`config.mk`:
```
export PLATFORM = sky130hd
export DESIGN_NAME = i2s_rx
export DESIGN_NICKNAME = d
export VERILOG_FILES = /design/src/rtl/i2s_rx.sv
export SDC_FILE = /design/constraint.sdc
export NUM_CORES = 1
export LEC_CHECK = 0
export CORE_MARGIN = 1
export CORE_UTILIZATION = 45
export CTS_CLUSTER_SIZE = 12
export DETAILED_ROUTE_END_ITERATION = 8
export PLACE_DENSITY = 0.68
export SLEW_MARGIN = 20
export SYNTH_ARGS = -nofsm -noshare
export SYNTH_HDL_FRONTEND = slang
export SYNTH_SLANG_ARGS = --single-unit
```
`constraint.sdc`:
```
create_clock -name i_clk -period 5.14 [get_ports i_clk]
set_input_delay 0.771 -clock i_clk [delete_from_list [all_inputs] [get_ports i_clk]]
set_output_delay 0.771 -clock i_clk [all_outputs]
set_load 0.01 [all_outputs]
```
`src/rtl/i2s_rx.sv`:
```
// I2S receiver: oversamples sck/ws/sd on i_clk, frames left/right words and presents
// them as a held stereo pair with valid/ready handshake, plus overflow and framing-error pulses.
module i2s_rx #(
  parameter int DW      = 32,
  parameter int MIN_OSR = 4
) (
  input  logic          i_clk,
  input  logic          i_rst,
  input  logic          i_enable,
  input  logic          i_sck,
  input  logic          i_ws,
  input  logic          i_sd,
  input  logic          i_ready,
  output logic          o_valid,
  output logic [DW-1:0] o_data_left,
  output logic [DW-1:0] o_data_right,
  output logic          o_ovf,
  output logic          o_err,
  output logic          o_locked
);

  localparam int CW = $clog2(DW + 2);

  localparam logic [1:0] S_IDLE  = 2'd0;
  localparam logic [1:0] S_LEFT  = 2'd1;
  localparam logic [1:0] S_RIGHT = 2'd2;

  if (DW < 8 || DW > 32 || MIN_OSR < 2) begin : g_param_check
    $error("i2s_rx: DW must be 8..32 and MIN_OSR at least 2");
  end

  logic          sck_s1_q, sck_s1_d, sck_s2_q, sck_s2_d;
  logic          ws_s1_q, ws_s1_d, ws_s2_q, ws_s2_d;
  logic          sd_s1_q, sd_s1_d, sd_s2_q, sd_s2_d;
  logic          sck_prev_q, sck_prev_d;
  logic          ws_prev_q, ws_prev_d;
  logic [DW-1:0] shreg_q, shreg_d;
  logic [CW-1:0] bit_cnt_q, bit_cnt_d;
  logic [1:0]    state_q, state_d;
  logic [DW-1:0] left_hold_q, left_hold_d;
  logic          valid_q, valid_d;
  logic [DW-1:0] data_l_q, data_l_d;
  logic [DW-1:0] data_r_q, data_r_d;
  logic          ovf_q, ovf_d;
  logic          err_q, err_d;

  logic rise, trans, cnt_full, pair_done;

  always_comb begin
    sck_s1_d    = i_sck;
    sck_s2_d    = sck_s1_q;
    ws_s1_d     = i_ws;
    ws_s2_d     = ws_s1_q;
    sd_s1_d     = i_sd;
    sd_s2_d     = sd_s1_q;
    sck_prev_d  = sck_s2_q;
    ws_prev_d   = ws_prev_q;
    shreg_d     = shreg_q;
    bit_cnt_d   = bit_cnt_q;
    state_d     = state_q;
    left_hold_d = left_hold_q;
    valid_d     = valid_q;
    data_l_d    = data_l_q;
    data_r_d    = data_r_q;
    ovf_d       = 1'b0;
    err_d       = 1'b0;
    pair_done   = 1'b0;

    rise     = sck_s2_q & ~sck_prev_q;
    trans    = rise & (ws_s2_q != ws_prev_q);
    cnt_full = (bit_cnt_q == CW'(DW));

    // ws history is tracked even while disabled so re-enable sees real transitions
    if (rise) ws_prev_d = ws_s2_q;

    if (!i_enable) begin
      state_d   = S_IDLE;
      bit_cnt_d = '0;
      shreg_d   = '0;
      valid_d   = 1'b0;
    end else begin
      if (rise) begin
        if (trans) begin
          shreg_d   = {{(DW-1){1'b0}}, sd_s2_q};
          bit_cnt_d = CW'(1);
        end else begin
          shreg_d = {shreg_q[DW-2:0], sd_s2_q};
          if (bit_cnt_q != CW'(DW + 1)) bit_cnt_d = bit_cnt_q + CW'(1);
        end

        // shreg_q still holds the word that just finished when trans is seen
        if (trans) begin
          case (state_q)
            S_IDLE: if (!ws_s2_q) state_d = S_LEFT;
            S_LEFT: begin
              if (ws_s2_q) begin
                if (cnt_full) begin
                  left_hold_d = shreg_q;
                  state_d     = S_RIGHT;
                end else begin
                  err_d   = 1'b1;
                  state_d = S_IDLE;
                end
              end
            end
            S_RIGHT: begin
              if (!ws_s2_q) begin
                state_d = S_LEFT;
                if (cnt_full) pair_done = 1'b1;
                else          err_d     = 1'b1;
              end
            end
            default: state_d = S_IDLE;
          endcase
        end
      end

      if (pair_done) begin
        if (!valid_q || i_ready) begin
          data_l_d = left_hold_q;
          data_r_d = shreg_q;
          valid_d  = 1'b1;
        end else begin
          ovf_d = 1'b1;
        end
      end else if (valid_q && i_ready) begin
        valid_d = 1'b0;
      end
    end
  end

  always_ff @(posedge i_clk or posedge i_rst) begin
    if (i_rst) begin
      sck_s1_q    <= 1'b0;
      sck_s2_q    <= 1'b0;
      ws_s1_q     <= 1'b0;
      ws_s2_q     <= 1'b0;
      sd_s1_q     <= 1'b0;
      sd_s2_q     <= 1'b0;
      sck_prev_q  <= 1'b0;
      ws_prev_q   <= 1'b0;
      shreg_q     <= '0;
      bit_cnt_q   <= '0;
      state_q     <= S_IDLE;
      left_hold_q <= '0;
      valid_q     <= 1'b0;
      data_l_q    <= '0;
      data_r_q    <= '0;
      ovf_q       <= 1'b0;
      err_q       <= 1'b0;
    end else begin
      sck_s1_q    <= sck_s1_d;
      sck_s2_q    <= sck_s2_d;
      ws_s1_q     <= ws_s1_d;
      ws_s2_q     <= ws_s2_d;
      sd_s1_q     <= sd_s1_d;
      sd_s2_q     <= sd_s2_d;
      sck_prev_q  <= sck_prev_d;
      ws_prev_q   <= ws_prev_d;
      shreg_q     <= shreg_d;
      bit_cnt_q   <= bit_cnt_d;
      state_q     <= state_d;
      left_hold_q <= left_hold_d;
      valid_q     <= valid_d;
      data_l_q    <= data_l_d;
      data_r_q    <= data_r_d;
      ovf_q       <= ovf_d;
      err_q       <= err_d;
    end
  end

  assign o_valid      = valid_q;
  assign o_data_left  = data_l_q;
  assign o_data_right = data_r_q;
  assign o_ovf        = ovf_q;
  assign o_err        = err_q;
  assign o_locked     = (state_q == S_LEFT) || (state_q == S_RIGHT);

endmodule

```
# Word-level counts from Yosys, hierarchy flattened
# Index checks and enable logic that the tools add are counted.
totals:
  input_bits: 7
  elab_cells: 78
  regBits: 147
  output_inout_bits: 68
op_classes:
  n_eq_ne: 12
  mux: 34
  n_bitwise: 3
  reduce_logical: 11
  add_sub_neg: 1
op_table:
  columns: ["cell", "n"]
  rows:
  - ["32-bit 2-to-1 mux", 3]
  - ["6-bit 2-to-1 mux", 4]
  - ["1-bit 2-to-1 mux", 19]
  - ["2-bit 2-to-1 mux", 6]
  - ["6-bit by 1-bit adder with 6-bit output (second input constant)", 1]
  - ["6-bit == test (second input constant)", 1]
  - ["3-bit by 1-bit inequality test with 1-bit output (second input constant)", 2]
  - ["3-bit inequality test (second input constant)", 2]
  - ["6-bit inequality test (second input constant)", 1]
  - ["6-bit AND reduction", 1]
  - ["2-bit by 1-bit inequality test with 1-bit output (second input constant)", 2]
  - ["2-bit case mux with 2 select lines", 1]
  - ["2-bit AND reduction", 2]
  - ["4-bit AND reduction", 1]
  - ["3-bit by 2-bit inequality test with 1-bit output (second input constant)", 1]
  - ["3-bit AND reduction", 1]
  - ["1-bit AND", 2]
  - ["2-bit by 1-bit == test with 1-bit output (second input constant)", 1]
  - ["2-bit == test (second input constant)", 1]
  - ["2-bit zero test", 1]
  - ["1-bit logical OR", 2]
  - ["1-bit case mux with 2 select lines", 1]
  - ["2-bit OR reduction", 1]
  - ["1-bit logical AND", 1]
  - ["3 further kinds", 3]

# Depth between registers and ports, before layout
# Gate-level depths: netlist of run 1.
logic_depth:
  depth_word: 9
  depth_mapped: 7

# Worst setup path before layout of run 1
# OpenSTA, ideal clock, no wires.
synth_path:
  path_kind: "input to register"
  start: "input port i_enable"
  end: "register data_r_q[10] (netlist: o_data_right[10])"
  cell_stages: 5
  setup_ns: 0.125
  setup_slack_ns: 3.131
  n_path_buf: 1
  t_arrival_ns: 1.885
  cell_sequence: "and3b_1 nand4_2 nor2_8 buf_6 mux2_2"
synth_via:
  elab_chain_len: 1
synth_rtl:
  columns: ["element", "line_no", "source"]
  rows:
  - ["start, declared", "9", "input logic i_enable,"]
  - ["3-bit AND reduction (no source line)", null, null]
  - ["end signal, assigned", "166", "data_r_q <= data_r_d;"]
  - ["end, declared", "43", "logic [DW-1:0] data_r_q, data_r_d;"]
# Every way passes these cells.
# A chain may end at the register's enable or synchronous reset.

# Final worst setup path of run 1
layout_path:
  start: "input port i_enable"
  end: "register data_r_q[17] (netlist: o_data_right[17])"
# The elaborated chain is that of the path after synthesis.

==> flow_summary.yaml, run 1 <==
critical_path:
  end_kind: "flop"
  worst_setup_path_start_kind: "input port"
  cp_data_arrival_time_ns: 3.23
  cp_max_fo: 33
  critPathKind: "in2reg"
  slowest_delay_ns: 0.70
  cp_cell_sequence: "clkdlybuf4s50_1, and3b_1, nand4_2, nor2_8, buf_12, mux2_2"
  worst_path_max_delay_cell: "sky130_fd_sc_hd__clkdlybuf4s50_1"
  worst-endpoint-required_ns: 5.42
  setup.worst_path.start: "i_enable"
  worstReg2RegStart: "bit_cnt_q[2]"
timing:
  worst-slew-pin-transition_ns: 0.822
  layout_worst_path_cycle_share: 0.573
  finalMaxSlewViolations: 0
  finalHoldViolCount: 0
  skew_ns: 0.00830
  sum_of_negative_setup_slack_ns: 0
  max_freq_mhz: 340
  min_period_ns: 2.94
  timing.final.setup_violations: 0
  rsz0062_at_grt: "false"
  timing.max_slew.rel_slack: 0.452
floorplanning:
  io_pins: 75
  die_width_um: 114
  die_h_um: 114
  dieArea_sq_um: 13000
  rows: 40
  coreArea_sq_um: 12100
  floorplan.initialDensity: 0.466
power:
  vdd.ir_drop.worst_v: 0.000196
  cellPowerDensity_nw_per_um2: 339
  cellLeakagePower_uw: 0.00344
placement:
  detailedPlacementHpwl_um: 5870
  global_placement_routability_congestion: 0.736
  io_buffer_count: 74
synthesis:
  syn_nets: 378
  synth_top_area_cell: "sky130_fd_sc_hd__dfrtp_1"
  post-synth-top-area-fraction: 0.651
  yosys_register_bits: 147
  post-synth-top-count-cell: "sky130_fd_sc_hd__dfrtp_1"
  synth.top_cells.by_count: "sky130_fd_sc_hd__dfrtp_1 (147), sky130_fd_sc_hd__mux2_2 (77), sky130_fd_sc_hd__a22o_1 (31), sky130_fd_sc_hd__mux2_1 (19), sky130_fd_sc_hd__nand2_1 (15)"
  synth_top_flop_cell: "sky130_fd_sc_hd__dfrtp_1"
  asyncSetResetFlopFracSynth: 1.00
  count_of_flip_flops_with_a_built_in_enable_after_synthesis: 0
  post_synth_instance_area_sq_um: 5650
  yosysUniqueCellTypes: 37
  post_synth_inst_count: 364
  synthesis.area_per_instance_sq_um: 15.5
  yosys_warnings: 0
  top_post_synthesis_cells_by_area: "sky130_fd_sc_hd__dfrtp_1 (65%), sky130_fd_sc_hd__mux2_2 (15%), sky130_fd_sc_hd__a22o_1 (4.8%)"
  synth.yosys.seq_area_share: 0.651
route:
  met3_length_um: 343
  final_wl_um: 9890
  highest_layer: "met4"
  detail_route.vias_per_cell: 5.16
  route.detailed.wl_per_inst_um: 16.0
  vias: 3192
  route.detailed.drc: 0
  number_of_detailed_route_iterations_in_the_first_pass: 4
  wl_met1_um: 4710
  drt_iter0_drc: 169
  antenna_left: 0
  detailroute.wirelength.met2_um: 4730
global_routing:
  grt_first_pass_wirelength_um: 16700
  antenna_found_initial: 0
  global_route.overflow_total: 0
  pin_count_of_the_biggest_net_entering_global_routing: 125
  global_route.usage.total: 0.167
  grt_pass1_vias: 3268
clock_tree:
  ctsHtreeMaxLevel: 4
  clock-sinks: 147
  cts-buffers-inserted: 17
  cts_tree: "built"
  cts.clk_slew.worst_paths_ns: 0.05
  clock_tree.buffer_depth: 2
  postCtsHoldBufs: 0
  postCtsResizedCells: 0
  cts_setup_buffers: 0
  clock_latency_reported_for_the_late_side_of_the_worst_skew_pair_ns: 0.41
  ctsRootBufferMaster: "sky130_fd_sc_hd__clkbuf_16"
hold_path:
  min_path_type: "reg2reg"
  holdCritStartpoint: "sck_s1_q"
finish:
  finalNetCount: 453
  areaGrowthSynthToFinish_pct: 25.3
  finish.utilization: 0.584
  n_fill_cell: 988
  share_of_post_route_cells_with_drive_strength_above_1: 0.253
  antenna_fix_cells: 0
flow_run:
  max-cap-violations: 0
status:
  status: "complete, no violations"
==> report_power, final <==
| group | switching (uW) | internal (uW) |
|---|---|---|
| clock | 452 | 722 |
| sequential | 5.61 | 1160 |
| combinational | 41.2 | 13.2 |
| total | 499 | 1900 |
==> flip-flops by register name, indices dropped and copies added, names as in the netlist, 2 cells and up <==
name,cells
left_hold_q,32
o_data_left,32
o_data_right,32
shreg_q,32
bit_cnt_q,6
state_q,2
==> worst paths after layout <==
kind,endpoint,slack [ns],cells after the start
max in group asynchronous,sck_prev_q,3.37,3
min in group asynchronous,o_data_left[10],0.93,2
worst max register to register,o_data_right[17],2.58,5
worst min-delay path,sck_prev_d,0.35,0
worst min register to register,sck_prev_d,0.35,0
worst max-delay path,o_data_right[17],2.20,6
==> per-stage QoR <==
step / hold WS (ns) / total power (uW) / worst slack [ns] / cells / cell area, sq um
2_1_floorplan: 0.331 / 1230 / 0.418 / 364 / 5650
3_3_place_gp: 0.333 / 1240 / 1.72 / 587 / 6490
3_5_place_dp: 0.335 / 1250 / 1.64 / 587 / 6490
4_1_cts: 0.347 / 2420 / 2.07 / 618 / 7050
5_1_grt: 0.355 / 2490 / 2.07 / 619 / 7080
6_report: 0.346 / 2400 / 2.20 / 619 / 7080
==> metal layers <==
layer  GRT usage  vias to the layer above
met5           0                        -
met4      0.0641                        0
met3      0.0473                        9
met2       0.257                       61
met1       0.226                     1661
li1            -                     1461
==> kinds of logic after synthesis <==
logic type | after synthesis | synth area share
DFF | 147 | 0.651
muxes | 96 | 0.191
AOI/OAI and AO/OA | 47 | 0.0687
and+or+nand+nor | 37 | 0.0408
buffers and inverters | 26 | 0.0259
adders and majority gates | 7 | 0.0155
xor gates and xnor gates | 4 | 0.00621
==> cell usage in the layout, fill, tap and decap left out, types with 2 or more instances in the layout <==
cell type / instances
sky130_fd_sc_hd__and2_2: 2
sky130_fd_sc_hd__buf_4: 2
sky130_fd_sc_hd__dfrtp_1: 147
sky130_fd_sc_hd__mux2_2: 77
sky130_fd_sc_hd__clkdlybuf4s50_1: 74
sky130_fd_sc_hd__inv_1: 4
sky130_fd_sc_hd__clkbuf_1: 3
sky130_fd_sc_hd__nor2b_1: 3
sky130_fd_sc_hd__nor3b_1: 2
sky130_fd_sc_hd__xnor2_1: 3
sky130_fd_sc_hd__bufinv_16: 2
sky130_fd_sc_hd__a211oi_1: 2
sky130_fd_sc_hd__o21ai_0: 3
sky130_fd_sc_hd__nor2_1: 3
sky130_fd_sc_hd__clkinv_4: 2
sky130_fd_sc_hd__a22o_1: 31
sky130_fd_sc_hd__nand3_1: 3
sky130_fd_sc_hd__mux2_1: 19
sky130_fd_sc_hd__and3b_1: 2
sky130_fd_sc_hd__nand2_1: 15
sky130_fd_sc_hd__clkinv_2: 5
sky130_fd_sc_hd__ha_1: 7
sky130_fd_sc_hd__clkbuf_16: 17
sky130_fd_sc_hd__a21oi_1: 3
==> final cells by class <==
cell class	instances	area [sq um]	area share
Tap cell	168	210	0.0297
Inverter	5	26.3	0.00371
Multi-Input combinational cell	191	1820	0.258
Clock inverter	10	110	0.0156
Timing Repair Buffer	77	776	0.110
Sequential cell	147	3680	0.520
Clock buffer	21	450	0.0637
==> critical path, delay by kind of cell <==
kind | cells | cell delay [ns]
simple gates | 3 | 1.09
mux | 1 | 0.36
buf+inv | 2 | 0.99
No activity file was read; power rests on OpenSTA's default activity.
==> run 2: changes to the inputs <==
--- a/config.mk
+++ b/config.mk
@@ -9,7 +9,7 @@
 export CORE_UTILIZATION = 45
 export CTS_CLUSTER_SIZE = 12
 export DETAILED_ROUTE_END_ITERATION = 8
-export PLACE_DENSITY = 0.68
+export PLACE_DENSITY = 0.71
 export SLEW_MARGIN = 20
 export SYNTH_ARGS = -nofsm -noshare
 export SYNTH_HDL_FRONTEND = slang
==> constraint.sdc (replaced) <==
create_clock -name i_clk -period 2.5 [get_ports i_clk]
set_input_delay 0.375 -clock i_clk [delete_from_list [all_inputs] [get_ports i_clk]]
set_output_delay 0.375 -clock i_clk [all_outputs]
set_load 0.01 [all_outputs]
==> run 2 against run 1 <==
Against the previous run: clock-buffer cell count grew 2; cell count grew 1.6%; wire length is 2.5% higher; sequential power increased by 110%; critical path depth is 3 lower; sequential share of layout area is 1.4 points lower; utilization grew 1.6 points; design area is 2.7% higher; critical path type is now reg2out.
==> flow_summary.yaml, run 2 (synthesized netlist as in run 1, its figures left out) <==
status:
  status: "complete, no violations"
clock_tree:
  clock_latency_reported_for_the_late_side_of_the_worst_skew_pair_ns: 0.41
  cts_setup_buffers: 0
  clock-sinks: 147
  cts.clk_slew.worst_paths_ns: 0.06
  postCtsResizedCells: 0
  ctsHtreeMaxLevel: 4
  clock_tree.buffer_depth: 2
  cts-buffers-inserted: 17
  cts_tree: "built"
  ctsRootBufferMaster: "sky130_fd_sc_hd__clkbuf_16"
  postCtsHoldBufs: 0
power:
  netSwitchingFraction: 0.196
  seq_power_share: 0.457
  clockPowerShare: 0.519
  final_power_uw: 5260
  share_comb_of_total_power: 0.024
  cellPowerDensity_nw_per_um2: 724
  cellLeakagePower_uw: 0.00354
  power.switching_uw: 1030
  cell_internal_pwr_uw: 4230
  vdd.ir_drop.worst_v: 0.000392
route:
  number_of_detailed_route_iterations_in_the_first_pass: 4
  route.detailed.wl_per_inst_um: 16.1
  wl_met1_um: 4950
  drt_iter0_drc: 148
  detail_route.vias_per_cell: 5.13
  highest_layer: "met4"
  antenna_left: 0
  met3_length_um: 307
  detailroute.wirelength.met2_um: 4660
  vias: 3224
  route.detailed.drc: 0
  final_wl_um: 10100
finish:
  mostFrequentLayoutCells: "sky130_fd_sc_hd__dfrtp_1 (147), sky130_fd_sc_hd__mux2_2 (77), sky130_fd_sc_hd__clkdlybuf4s50_1 (74), sky130_fd_sc_hd__a22o_1 (31), sky130_fd_sc_hd__mux2_1 (19)"
  share_of_post_route_cells_with_drive_strength_above_1: 0.269
  antenna_fix_cells: 0
  commonest_non_fill_non_tap_cell_in_the_layout: "sky130_fd_sc_hd__dfrtp_1"
  finalNetCount: 463
  final_cell_count_no_fill: 629
  areaGrowthSynthToFinish_pct: 28.7
  design_area_sq_um: 7270
floorplanning:
  dieArea_sq_um: 13000
  floorplan.initialDensity: 0.466
  coreArea_sq_um: 12100
  die_h_um: 114
  rows: 40
  die_width_um: 114
  io_pins: 75
critical_path:
  slowest_delay_ns: 0.54
  worst_setup_path_start_kind: "flop"
  critPathKind: "reg2out"
  end_kind: "output pin"
  cp_cell_sequence: "inv_1, ha_1, clkdlybuf4s50_1"
  cp_max_fo: 4
  cp_data_arrival_time_ns: 1.74
  worst-endpoint-required_ns: 2.12
  worst_path_max_delay_cell: "sky130_fd_sc_hd__clkdlybuf4s50_1"
global_routing:
  grt_first_pass_wirelength_um: 17200
  global_route.overflow_total: 0
  grt_pass1_vias: 3356
  pin_count_of_the_biggest_net_entering_global_routing: 69
  antenna_found_initial: 0
  global_route.usage.total: 0.174
placement:
  io_buffer_count: 74
  detailedPlace.worstSlack_ns: 0.200
  post_detailed_placement_cell_area_sq_um: 6620
  placed_cells_incl_taps: 598
  detailedPlacementHpwl_um: 6450
  global_placement_routability_congestion: 0.760
timing:
  finalMaxSlewViolations: 0
  max_freq_mhz: 473
  finalHoldViolCount: 0
  rsz0062_at_grt: "false"
  timing.max_slew.rel_slack: 0.681
  finalWorstSetupSlack_ns: 0.384
  min_period_ns: 2.12
  layout_worst_path_cycle_share: 0.846
  timing.final.setup_violations: 0
  sum_of_negative_setup_slack_ns: 0
  worst-slew-pin-transition_ns: 0.474
  skew_ns: 0.00832
hold_path:
  min_path_type: "in2async"
flow_run:
  max-cap-violations: 0
-- run 2: final timing paths --
kind                             from               end  slack (ns)  cells past startpoint
max                        state_q[1]          o_locked        0.38                      3
min                             i_rst   o_data_left[21]        0.25                      2
max reg2reg                state_q[0]  o_data_right[10]        0.42                      7
min reg2reg                   sd_s1_q           sd_s2_q        0.35                      0
max in group asynchronous       i_rst   o_data_left[13]        1.65                      3
min in group i_clk            sd_s1_q           sd_s2_q        0.35                      0
-- run 2: worst max-delay path, delay by kind of cell, from the launching register on --
kind                     cells  cell delay, ns
adder cells (fa/ha/maj)      1            0.31
buffers and inverters        2            0.62
flip-flops                   1            0.40
-- run 2: final cells by class --
cell class	instances	area, sq um
sequential	147	3680
tap	168	210
fill	957	4840
clock buffer	23	498
multi-input combinational	191	1820
inverter	5	22.5
timing repair buffer	87	888
clock inverter	8	148
-- run 2: power by group through the flow --
stage               logic (uW)  clock network [uW]  registers, uW
floorplan                 85.3                   0           2440
global placement           126                   0           2440
detailed placement         130                   0           2450
CTS                        131                2780           2400
global route               146                2890           2400
finish                     126                2730           2400
-- run 2: stage by stage --
stage	hold slack (ns)	utilization
floorplan	0.331	-
global placement	0.331	0.547
detailed placement	0.335	0.547
global route	0.246	0.600
CTS	0.237	0.600
finish	0.249	0.600
-- run 2: metal layers --
layer	GRT usage	vias up
li1	-	1476
met1	0.239	1668
met2	0.257	62
met3	0.0457	18
met4	0.0840	0
met5	0	-
==> run 3: changes to the inputs <==
--- a/config.mk
+++ b/config.mk
@@ -9,7 +9,7 @@
 export CORE_UTILIZATION = 45
 export CTS_CLUSTER_SIZE = 12
 export DETAILED_ROUTE_END_ITERATION = 8
-export PLACE_DENSITY = 0.71
+export PLACE_DENSITY = 0.68
 export SLEW_MARGIN = 20
 export SYNTH_ARGS = -nofsm -noshare
 export SYNTH_HDL_FRONTEND = slang
==> constraint.sdc (replaced) <==
create_clock -name i_clk -period 2.1 [get_ports i_clk]
set_input_delay 0.315 -clock i_clk [delete_from_list [all_inputs] [get_ports i_clk]]
set_output_delay 0.315 -clock i_clk [all_outputs]
set_load 0.01 [all_outputs]
==> run 3 against run 2 <==
Against the previous run: wire length fell by 2.3%; cell count rose by 0.48%; first-iteration DRC count fell by 16%; largest cell class unchanged.
==> flow_summary.yaml, run 3 (synthesized netlist as in run 1, its figures left out) <==
route:
  detail_route.vias_per_cell: 5.06
  route.detailed.wl_per_inst_um: 15.7
  final_wl_um: 9900
  route.detailed.drc: 0
  vias: 3196
  drt_iter0_drc: 124
  antenna_left: 0
  number_of_detailed_route_iterations_in_the_first_pass: 4
power:
  vdd.ir_drop.worst_v: 0.000655
  final_power_uw: 6060
  netSwitchingFraction: 0.198
  cell_internal_pwr_uw: 4860
  cellPowerDensity_nw_per_um2: 832
  share_comb_of_total_power: 0.024
  cellLeakagePower_uw: 0.00354
  clockPowerShare: 0.503
  seq_power_share: 0.472
  power.switching_uw: 1200
critical_path:
  critPathKind: "reg2reg"
  crit_family: "simple AND/OR/NAND/NOR gates"
  cp_data_arrival_time_ns: 2.25
  worst_path_max_delay_cell: "sky130_fd_sc_hd__dfrtp_1"
  cp_max_fo: 33
  cp_num_buf_inv: 2
  slowest_delay_ns: 0.39
  worst_setup_path_start_kind: "flop"
  cp_cell_sequence: "inv_1, ha_1, and3b_1, nand4_4, nor2_8, buf_12, mux2_2"
  worst-endpoint-required_ns: 2.39
  end_kind: "flop"
clock_tree:
  clock_latency_reported_for_the_late_side_of_the_worst_skew_pair_ns: 0.41
  postCtsHoldBufs: 0
  ctsRootBufferMaster: "sky130_fd_sc_hd__clkbuf_16"
  cts_setup_buffers: 0
  cts_tree: "built"
  ctsHtreeMaxLevel: 4
  clock-sinks: 147
  cts.clk_slew.worst_paths_ns: 0.06
  clock_tree.buffer_depth: 2
  cts-buffers-inserted: 17
global_routing:
  pin_count_of_the_biggest_net_entering_global_routing: 87
  grt_first_pass_wirelength_um: 17000
  global_route.usage.total: 0.174
  antenna_found_initial: 0
  grt_pass1_vias: 3361
  global_route.overflow_total: 0
finish:
  share_of_post_route_cells_with_drive_strength_above_1: 0.267
  final_cell_count_no_fill: 632
  commonest_non_fill_non_tap_cell_in_the_layout: "sky130_fd_sc_hd__dfrtp_1"
  mostFrequentLayoutCells: "sky130_fd_sc_hd__dfrtp_1 (147), sky130_fd_sc_hd__mux2_2 (77), sky130_fd_sc_hd__clkdlybuf4s50_1 (73), sky130_fd_sc_hd__a22o_1 (31), sky130_fd_sc_hd__mux2_1 (19)"
  antenna_fix_cells: 0
  areaGrowthSynthToFinish_pct: 28.9
  finalNetCount: 465
placement:
  placed_cells_incl_taps: 600
  io_buffer_count: 74
  global_placement_routability_congestion: 0.732
  detailedPlacementHpwl_um: 6290
timing:
  finalHoldViolCount: 0
  skew_ns: 0.00818
  rsz0062_at_grt: "false"
  worst-slew-pin-transition_ns: 0.473
  finalMaxSlewViolations: 0
  layout_worst_path_cycle_share: 0.933
  max_freq_mhz: 511
  timing.max_slew.rel_slack: 0.681
  timing.final.setup_violations: 0
  min_period_ns: 1.96
hold_path:
  min_path_type: "in2reg"
flow_run:
  max-cap-violations: 0
floorplanning:
  io_pins: 75
  coreArea_sq_um: 12100
  die_h_um: 114
  dieArea_sq_um: 13000
  die_width_um: 114
  rows: 40
  floorplan.initialDensity: 0.466
status:
  status: "complete, no violations"
-- run 3: cell count changes in the layout (fill, tap and decap cells not counted), moves of 2 or more --
cell,delta
sky130_fd_sc_hd__buf_12,+2
sky130_fd_sc_hd__clkbuf_1,+3
sky130_fd_sc_hd__clkbuf_8,-2
sky130_fd_sc_hd__clkinvlp_4,+2
sky130_fd_sc_hd__clkinv_4,-2
-- run 3: path summary, 6_finish.rpt --
kind,depth (start not counted),to,start,slack (ns)
worst max-delay path,7,o_data_left[20],state_q[0],0.14
worst min-delay path,1,sd_s1_q,i_sd,0.34
worst max register to register,7,o_data_left[20],state_q[0],0.14
worst min register to register,0,ws_s2_q,ws_s1_q,0.35
max in group asynchronous,3,o_data_left[13],i_rst,1.32
min in group asynchronous,3,o_data_left[23],i_rst,0.37
-- run 3: metal layers --
layer / GRT usage / vias to the layer above / part of all wire / wire [um]
met3: 0.0579 / 6 / 0.038 / 375
met1: 0.235 / 1640 / 0.47 / 4690
li1: - / 1478 / - / -
met5: 0 / - / 0 / 0
met2: 0.261 / 72 / 0.48 / 4760
met4: 0.0649 / 0 / 0.0071 / 70
-- run 3: power groups by stage --
stage,clock [uW],sequential [uW],combinational [uW]
2_1_floorplan,0,2900,102
3_3_place_gp,0,2910,149
3_5_place_dp,0,2910,153
4_1_cts,3130,2860,153
5_1_grt,3250,2860,172
6_report,3050,2860,148
-- run 3: what timing repair did --
| item | in CTS | in global routing |
|---|---|---|
| endpoints found under the hold margin | 0 | 0 |
| gates resized for setup | 0 | 2 |
| setup endpoints to repair | 0 | 5 |
-- run 3: final cells by class --
type / count / area (sq um)
multi-input cells: 191 / 1830
clock inverters: 8 / 124
clock buffers: 24 / 482
repair buffers: 89 / 931
fillers: 980 / 4830
inverters: 5 / 22.5
well taps: 168 / 210
flip-flops and latches: 147 / 3680
-- run 3: per-stage QoR --
| stage | setup slack, ns | utilization | TNS (ns) | cell area [sq um] | hold slack [ns] |
|---|---|---|---|---|---|
| floorplan | -0.0620 | - | -9.11 | 5650 | 0.331 |
| global placement | 0.0358 | 0.550 | 0 | 6660 | 0.332 |
| detailed placement | -0.0162 | 0.550 | -0.0997 | 6660 | 0.338 |
| CTS | 0.0137 | 0.600 | 0 | 7270 | 0.329 |
| global route | 0.0239 | 0.601 | 0 | 7280 | 0.344 |
| finish | 0.142 | 0.601 | 0 | 7280 | 0.345 |
